## src/rtl/fifo_read_sequencer.sv

```systemverilog
// Command-driven read/reset sequencer for the SPI receive FIFO.
// Optional empty-wait timeout is built only when FIFO_SEQ_TIMEOUT_EN is defined.
module fifo_read_sequencer #(
  parameter int GAP_CYCLES     = 2,
  parameter int RST_CYCLES     = 4,
  parameter int TIMEOUT_CYCLES = 1024
) (
  input  logic        clk,
  input  logic        rst,
  input  logic [31:0] din,
  input  logic        wclk,
  input  logic        empty,
  input  logic        fullflag,
  output logic        fifo_rclk,
  output logic        fifo_rst,
  output logic        fullflag_alarm,
  output logic        busy,
  output logic        done,
  output logic [8:0]  rd_count,
  output logic        timeout_err,
  output logic [2:0]  state_dbg
);

  localparam int GAP_W = (GAP_CYCLES > 1) ? $clog2(GAP_CYCLES) : 1;
  localparam int RST_W = (RST_CYCLES > 1) ? $clog2(RST_CYCLES) : 1;

  typedef enum logic [2:0] {
    S_IDLE  = 3'd0,
    S_READ  = 3'd1,
    S_GAP   = 3'd2,
    S_WAIT  = 3'd3,
    S_RESET = 3'd4,
    S_DONE  = 3'd5
  } state_t;

  state_t state, state_next;

  logic [8:0]       len_q;
  logic [GAP_W-1:0] gap_cnt;
  logic [RST_W-1:0] rst_cnt;

  logic cmd_reset, cmd_burst, cmd_clr;
  logic rd_last, gap_last, rst_last, read_fire;
  logic wait_expire;

  logic       fifo_rclk_d, fifo_rst_d, alarm_d, busy_d, done_d, timeout_d;
  logic [8:0] rd_count_d;

  // RESET outranks BURST in the same word; BURST only starts from IDLE.
  assign cmd_reset = wclk & din[16];
  assign cmd_burst = wclk & din[31] & ~din[16] & (state == S_IDLE);
  assign cmd_clr   = wclk & din[17];

  assign rd_last   = ((rd_count + 9'd1) == len_q);
  assign gap_last  = (int'(gap_cnt) == GAP_CYCLES - 1);
  assign rst_last  = (int'(rst_cnt) == RST_CYCLES - 1);
  assign read_fire = (state == S_READ) & ~empty & ~cmd_reset;

`ifdef FIFO_SEQ_TIMEOUT_EN
  localparam int TO_W = (TIMEOUT_CYCLES > 1) ? $clog2(TIMEOUT_CYCLES) : 1;
  logic [TO_W-1:0] wait_cnt;

  assign wait_expire = (state == S_WAIT) & empty & (int'(wait_cnt) == TIMEOUT_CYCLES - 1);

  always_ff @(posedge clk or negedge rst) begin
    if (!rst) begin
      wait_cnt <= '0;
    end else if ((state == S_WAIT) && empty && !wait_expire) begin
      wait_cnt <= wait_cnt + TO_W'(1);
    end else begin
      wait_cnt <= '0;
    end
  end
`else
  assign wait_expire = 1'b0;
`endif

  logic unused_din;
  assign unused_din = ^{din[30:18], din[15:8], TIMEOUT_CYCLES[0]};

  // State register
  always_ff @(posedge clk or negedge rst) begin
    if (!rst) begin
      state <= S_IDLE;
    end else begin
      state <= state_next;
    end
  end

  // Next-state logic
  always_comb begin
    state_next = state;
    if (cmd_reset) begin
      state_next = S_RESET;
    end else begin
      case (state)
        S_IDLE:  if (cmd_burst) state_next = S_READ;
        S_READ: begin
          if (empty)               state_next = S_WAIT;
          else if (rd_last)        state_next = S_DONE;
          else if (GAP_CYCLES > 0) state_next = S_GAP;
          else                     state_next = S_READ;
        end
        S_GAP:   if (gap_last) state_next = S_READ;
        S_WAIT: begin
          if (!empty)           state_next = S_READ;
          else if (wait_expire) state_next = S_DONE;
        end
        S_RESET: if (rst_last) state_next = S_DONE;
        S_DONE:  state_next = S_IDLE;
        default: state_next = S_IDLE;
      endcase
    end
  end

  // Output logic; every output is registered below
  always_comb begin
    fifo_rclk_d = read_fire;
    fifo_rst_d  = (state == S_RESET);
    done_d      = (state == S_DONE);
    busy_d      = (state_next != S_IDLE);

    rd_count_d = rd_count;
    if (cmd_burst)      rd_count_d = 9'd0;
    else if (read_fire) rd_count_d = rd_count + 9'd1;

    // Alarm is forced clear on RESET entry and throughout RESET; otherwise set beats clear.
    alarm_d = fullflag_alarm;
    if (cmd_reset || (state == S_RESET)) alarm_d = 1'b0;
    else if (fullflag)                   alarm_d = 1'b1;
    else if (cmd_clr)                    alarm_d = 1'b0;

    timeout_d = timeout_err;
    if (cmd_reset || cmd_burst) timeout_d = 1'b0;
    else if (wait_expire)       timeout_d = 1'b1;
  end

  always_ff @(posedge clk or negedge rst) begin
    if (!rst) begin
      fifo_rclk      <= 1'b0;
      fifo_rst       <= 1'b0;
      fullflag_alarm <= 1'b0;
      busy           <= 1'b0;
      done           <= 1'b0;
      rd_count       <= 9'd0;
      timeout_err    <= 1'b0;
    end else begin
      fifo_rclk      <= fifo_rclk_d;
      fifo_rst       <= fifo_rst_d;
      fullflag_alarm <= alarm_d;
      busy           <= busy_d;
      done           <= done_d;
      rd_count       <= rd_count_d;
      timeout_err    <= timeout_d;
    end
  end

  always_ff @(posedge clk or negedge rst) begin
    if (!rst) begin
      len_q   <= 9'd0;
      gap_cnt <= '0;
      rst_cnt <= '0;
    end else begin
      if (cmd_burst) len_q <= (din[7:0] == 8'd0) ? 9'd256 : {1'b0, din[7:0]};
      if ((state == S_GAP) && !gap_last && !cmd_reset) gap_cnt <= gap_cnt + GAP_W'(1);
      else                                              gap_cnt <= '0;
      if ((state == S_RESET) && !rst_last && !cmd_reset) rst_cnt <= rst_cnt + RST_W'(1);
      else                                               rst_cnt <= '0;
    end
  end

  assign state_dbg = state;

endmodule
```

## config.mk

```make
export PLATFORM = sky130hd
export DESIGN_NAME = fifo_read_sequencer
export DESIGN_NICKNAME = d
export VERILOG_FILES = /design/src/rtl/fifo_read_sequencer.sv
export SDC_FILE = /design/constraint.sdc
export NUM_CORES = 1
export LEC_CHECK = 0
export CORE_MARGIN = 8
export CORE_UTILIZATION = 48
export DETAILED_ROUTE_END_ITERATION = 10
export GPL_TIMING_DRIVEN = 1
export PLACE_DENSITY = 0.84
export SYNTH_ARGS = -nofsm -noshare
export SYNTH_HDL_FRONTEND = slang
export SYNTH_SLANG_ARGS = --single-unit
```

## constraint.sdc

```tcl
create_clock -name clk -period 3.45 [get_ports clk]
set_input_delay 0.69 -clock clk [delete_from_list [all_inputs] [get_ports clk]]
set_output_delay 0.69 -clock clk [all_outputs]
set_load 0.005 [all_outputs]
```

==> metrics.md <==
| Metric | Value |
|---|---|
| Worst IR drop on VDD | `~0.34 mV` |
| Share of the synthesized area in the top cell type | `0.4603` |
| Post-synthesis cell count | `157` |
| Grt ovf | `0` |
| Max incr delay on CP | `0.48 ns` |
| Power Internal | `about 0.72 mW` |
| Main synth FF type | `dfrtp_1` |
| Antenna cell count | `0` |
| CP Data Required Time | `3.68 ns` |
| Die Ht | `73.31 um` |
| Crit Path Max Fanout | `8` |
| Slew @ Worst Pin | `0.6594 ns` |
| I/O Buffers | `32` |
| Avg WL per Cell | `15.75 um` |
| Critical Path Source | `rd_count[0]$_DFFE_PN0P_` |
| Critical Path End Type | `register` |
| Distinct cell type count after synthesis | `46` |
| Pwr dens | `552.9 nW/um2` |
| Routed WL | `3748 um` |
| Setup TNS | `0 ns` |
| Synth Warn # | `0` |
| RSZ-0062 raised after global routing | `false` |
| Synth area leaders | `dfrtp_1 (46%), mux2_2 (5.7%), nand2_1 (4.5%), xnor2_1 (3.9%), o21ai_0 (3.2%)` |
| GR Util All Layers | `0.1547` |
| Sequential power share | `0.474` |
| Avg Cell Area, Syn | `10.04 um2` |
| Clock share of power | `0.183` |
| Reg-to-reg startpoint | `rd_count[0]$_DFFE_PN0P_` |
| Status | `completed` |
| Inserted Clock Buffers | `5` |
| Count of final setup violators | `0` |
| Maxcap violations | `0` |
| Largest net degree at the start of global routing | `30` |
| Post-CTS Hold Fix Bufs | `0` |
| Leakage | `0.8276 nW` |
| IO Count | `between 50 and 60` |
| Std-Cell Rows | `21` |
| Initial Utilization | `0.4878` |
| DRC | `0` |
| # resized after CTS | `0` |
| Worst skew pair latency | `0.33 ns` |
| CP arrival | `2.62 ns` |
| Clk slew on worst S/H paths | `approximately 0.090 ns` |
| EDFF count, synth | `0` |
| Nets | `230` |
| Max-slew violation count | `0` |
| Syn_nets | `196` |
| H-tree depth | `2` |
| Total number of vias | `1345` |
| Synth area leader | `dfrtp_1` |
| Routed Antenna Nets | `0` |
| Reg-to-Reg End | `state_dbg[0]$_DFF_PN0_` |
| Kind of critical path | `register to register` |
| Ys async rst share | `1.000` |
| Area of placed instances | `1919 um2` |
| Final number of hold-violating endpoints | `0` |
| Post-CTS setup buffer count | `0` |
| Sw Pwr | `0.3717 mW` |
| Sw Share | `0.3415` |
| Clk sinks | `29` |
| Layout Skew | `0.006046 ns` |
| Crit path time final | `around 2.4 ns` |
| Final instance area | `between 1500 and 2000 um2` |
| Vias in the first global route | `about 1.4k` |
| Worst Setup EP | `state_dbg[0]$_DFF_PN0_` |
| CTS tree | `done` |
| Worst hold path type | `register to register` |
| Seq cells post-synth | `29` |
| Global-route wire length before repair | `6334 um` |
| Worst path slowest cell | `dfrtp_1` |
| Clock root buffer | `clkbuf_4` |
| Worst R2R Path Depth | `7` |
| Die X | `73.31 um` |
| Layout cell share with drive strength beyond 1 | `0.1250` |
| Gp weighted congestion | `around 0.84` |
| Antenna violations before repair | `0` |
| Reg-to-reg setup timing slack | `approximately 1.1 ns` |
| Die area | `5374 um2` |
| Post-DP HPWL | `2804 um` |
| Comb power frac | `0.343` |
| Clock tree buffer depth | `2` |
| Core footprint | `3232 um2` |
| Seq/Total Area, Yosys | `0.4603` |
| CP Launch Type | `register` |
| Area Overhead vs Synth | `24.84%` |
| Worst slew margin | `0.5591` |
| Initial detailed-routing violation count | `61` |
| Routed vias/inst | `5.651` |
| F_max | `around 420 MHz` |
| Final worst-path cycle share | `0.6915` |
| Mapped cell area | `1577 um2` |
| Worst-path cell chain | `ha_1 -> nand3_2 -> or3_4 -> xnor2_1 -> nor3_1 -> a31oi_1 -> o41ai_2` |
| First-pass DRT Iterations | `4` |
[cell type report]
type                       instances  area (um2)
multi-input combinational        116       785.8
timing repair buffer              33       327.8
tap                               46       57.56
sequential                        29       725.7
clock buffer                       8       48.80
inverter                           6       22.52
fill                             290        1264
[power groups by stage]
stage / registers (mW) / logic (mW) / clock network [mW]
2_1_floorplan: 0.496 / 0.253 / 0
3_3_place_gp: 0.513 / 0.358 / 0
3_5_place_dp: 0.522 / 0.376 / 0
4_1_cts: 0.515 / 0.378 / 0.207
5_1_grt: 0.531 / 0.419 / 0.218
6_report: 0.516 / 0.373 / 0.199
[metal layers]
metal | wire length, um | global-route usage | up-vias
met5 | 0 | 0 | -
met4 | 57 | 0.05987 | 0
met3 | 289 | 0.05321 | 6
met2 | 1879 | 0.2761 | 62
met1 | 1522 | 0.1620 | 650
li1 | - | - | 627
[cell usage in the layout (no fill, tap or decap), types with 2 or more instances in the layout]
master,n
a31oi_1,2
mux2_2,8
clkbuf_4,5
o21ai_1,3
nand2_1,19
clkdlybuf4s50_1,32
dfrtp_1,29
nor3_1,7
nor4_1,4
inv_1,5
nor2_1,5
a21oi_1,5
nand4_1,3
nand2b_1,2
and2_1,4
ha_1,2
nand3_1,4
o31ai_1,3
clkbuf_1,3
nor2b_1,2
xor2_1,4
xnor2_1,7
o41ai_1,2
o21ai_0,10
[worst min path at each step]
| stage | depth (start not counted) | to | slack (ns) | from |
|---|---|---|---|---|
| 2_1_floorplan | 0 | busy$_DFF_PN0_ | 0.39 | rst |
| 3_3_place_gp | 1 | rst_cnt[0]$_DFF_PN0_ | 0.43 | rst_cnt[0]$_DFF_PN0_ |
| 3_5_place_dp | 1 | rst_cnt[0]$_DFF_PN0_ | 0.44 | rst_cnt[0]$_DFF_PN0_ |
| 4_1_cts | 1 | rst_cnt[0]$_DFF_PN0_ | 0.45 | rst_cnt[0]$_DFF_PN0_ |
| 5_1_grt | 1 | rst_cnt[0]$_DFF_PN0_ | 0.49 | rst_cnt[0]$_DFF_PN0_ |
| 6_report | 1 | rst_cnt[0]$_DFF_PN0_ | 0.45 | rst_cnt[0]$_DFF_PN0_ |
[metrics by stage]
step                power (mW)  worst slack [ns]    util  hold WS [ns]  std cells
detailed placement      0.8986            0.8908  0.5939        0.4362        230
floorplan               0.7497             1.316       -        0.3944        157
finish                   1.088             1.064  0.6090        0.4460        238
global placement        0.8706            0.9574  0.5939        0.4277        230
CTS                      1.100             1.069  0.6090        0.4485        238
global route             1.167            0.8064  0.6090        0.4869        238
[critical path: cells and delay by family, from the launching register on]
family | cells | cell delay, ns
adder cells (fa/ha/maj) | 1 | 0.32
AND/OR/NAND/NOR | 3 | 0.95
AO/OA/AOI/OAI | 2 | 0.39
flip-flops | 1 | 0.48
XOR/XNOR | 1 | 0.14
[synthesized netlist by cell type (all sizes together), types with 4 or more instances]
library cell and n:
nand2 20, xor2 4, o21ai 14, nand3 5, and2 4, dfrtp 29, a21oi 5, nor4 4
nor2 5, nor3 7, xnor2 7, mux2 8, inv 6
[logic make-up (layout without fill, tap and decap cells)]
logic type | Yosys count | in the layout | synth area share
AO/OA/AOI/OAI | 33 | 33 | 0.1405
adder cells (fa/ha/maj) | 2 | 2 | 0.01587
multiplexers | 8 | 8 | 0.05715
AND/OR/NAND/NOR | 61 | 61 | 0.2214
XOR/XNOR | 11 | 11 | 0.06111
buffers and inverters | 12 | 47 | 0.04127
other | 1 | 1 | 0.002379
flip-flops | 29 | 29 | 0.4603
[registers in the layout, indices dropped and copies added (netlist names)]
| signal | cells |
|---|---|
| state_dbg | 3 |
| len_q | 9 |
| gap_cnt | 1 |
| fifo_rst | 1 |
| fifo_rclk | 1 |
| rst_cnt | 2 |
| rd_count | 9 |
| fullflag_alarm | 1 |
| busy | 1 |
| done | 1 |
Note: power is estimated with default switching activity, not from simulation.
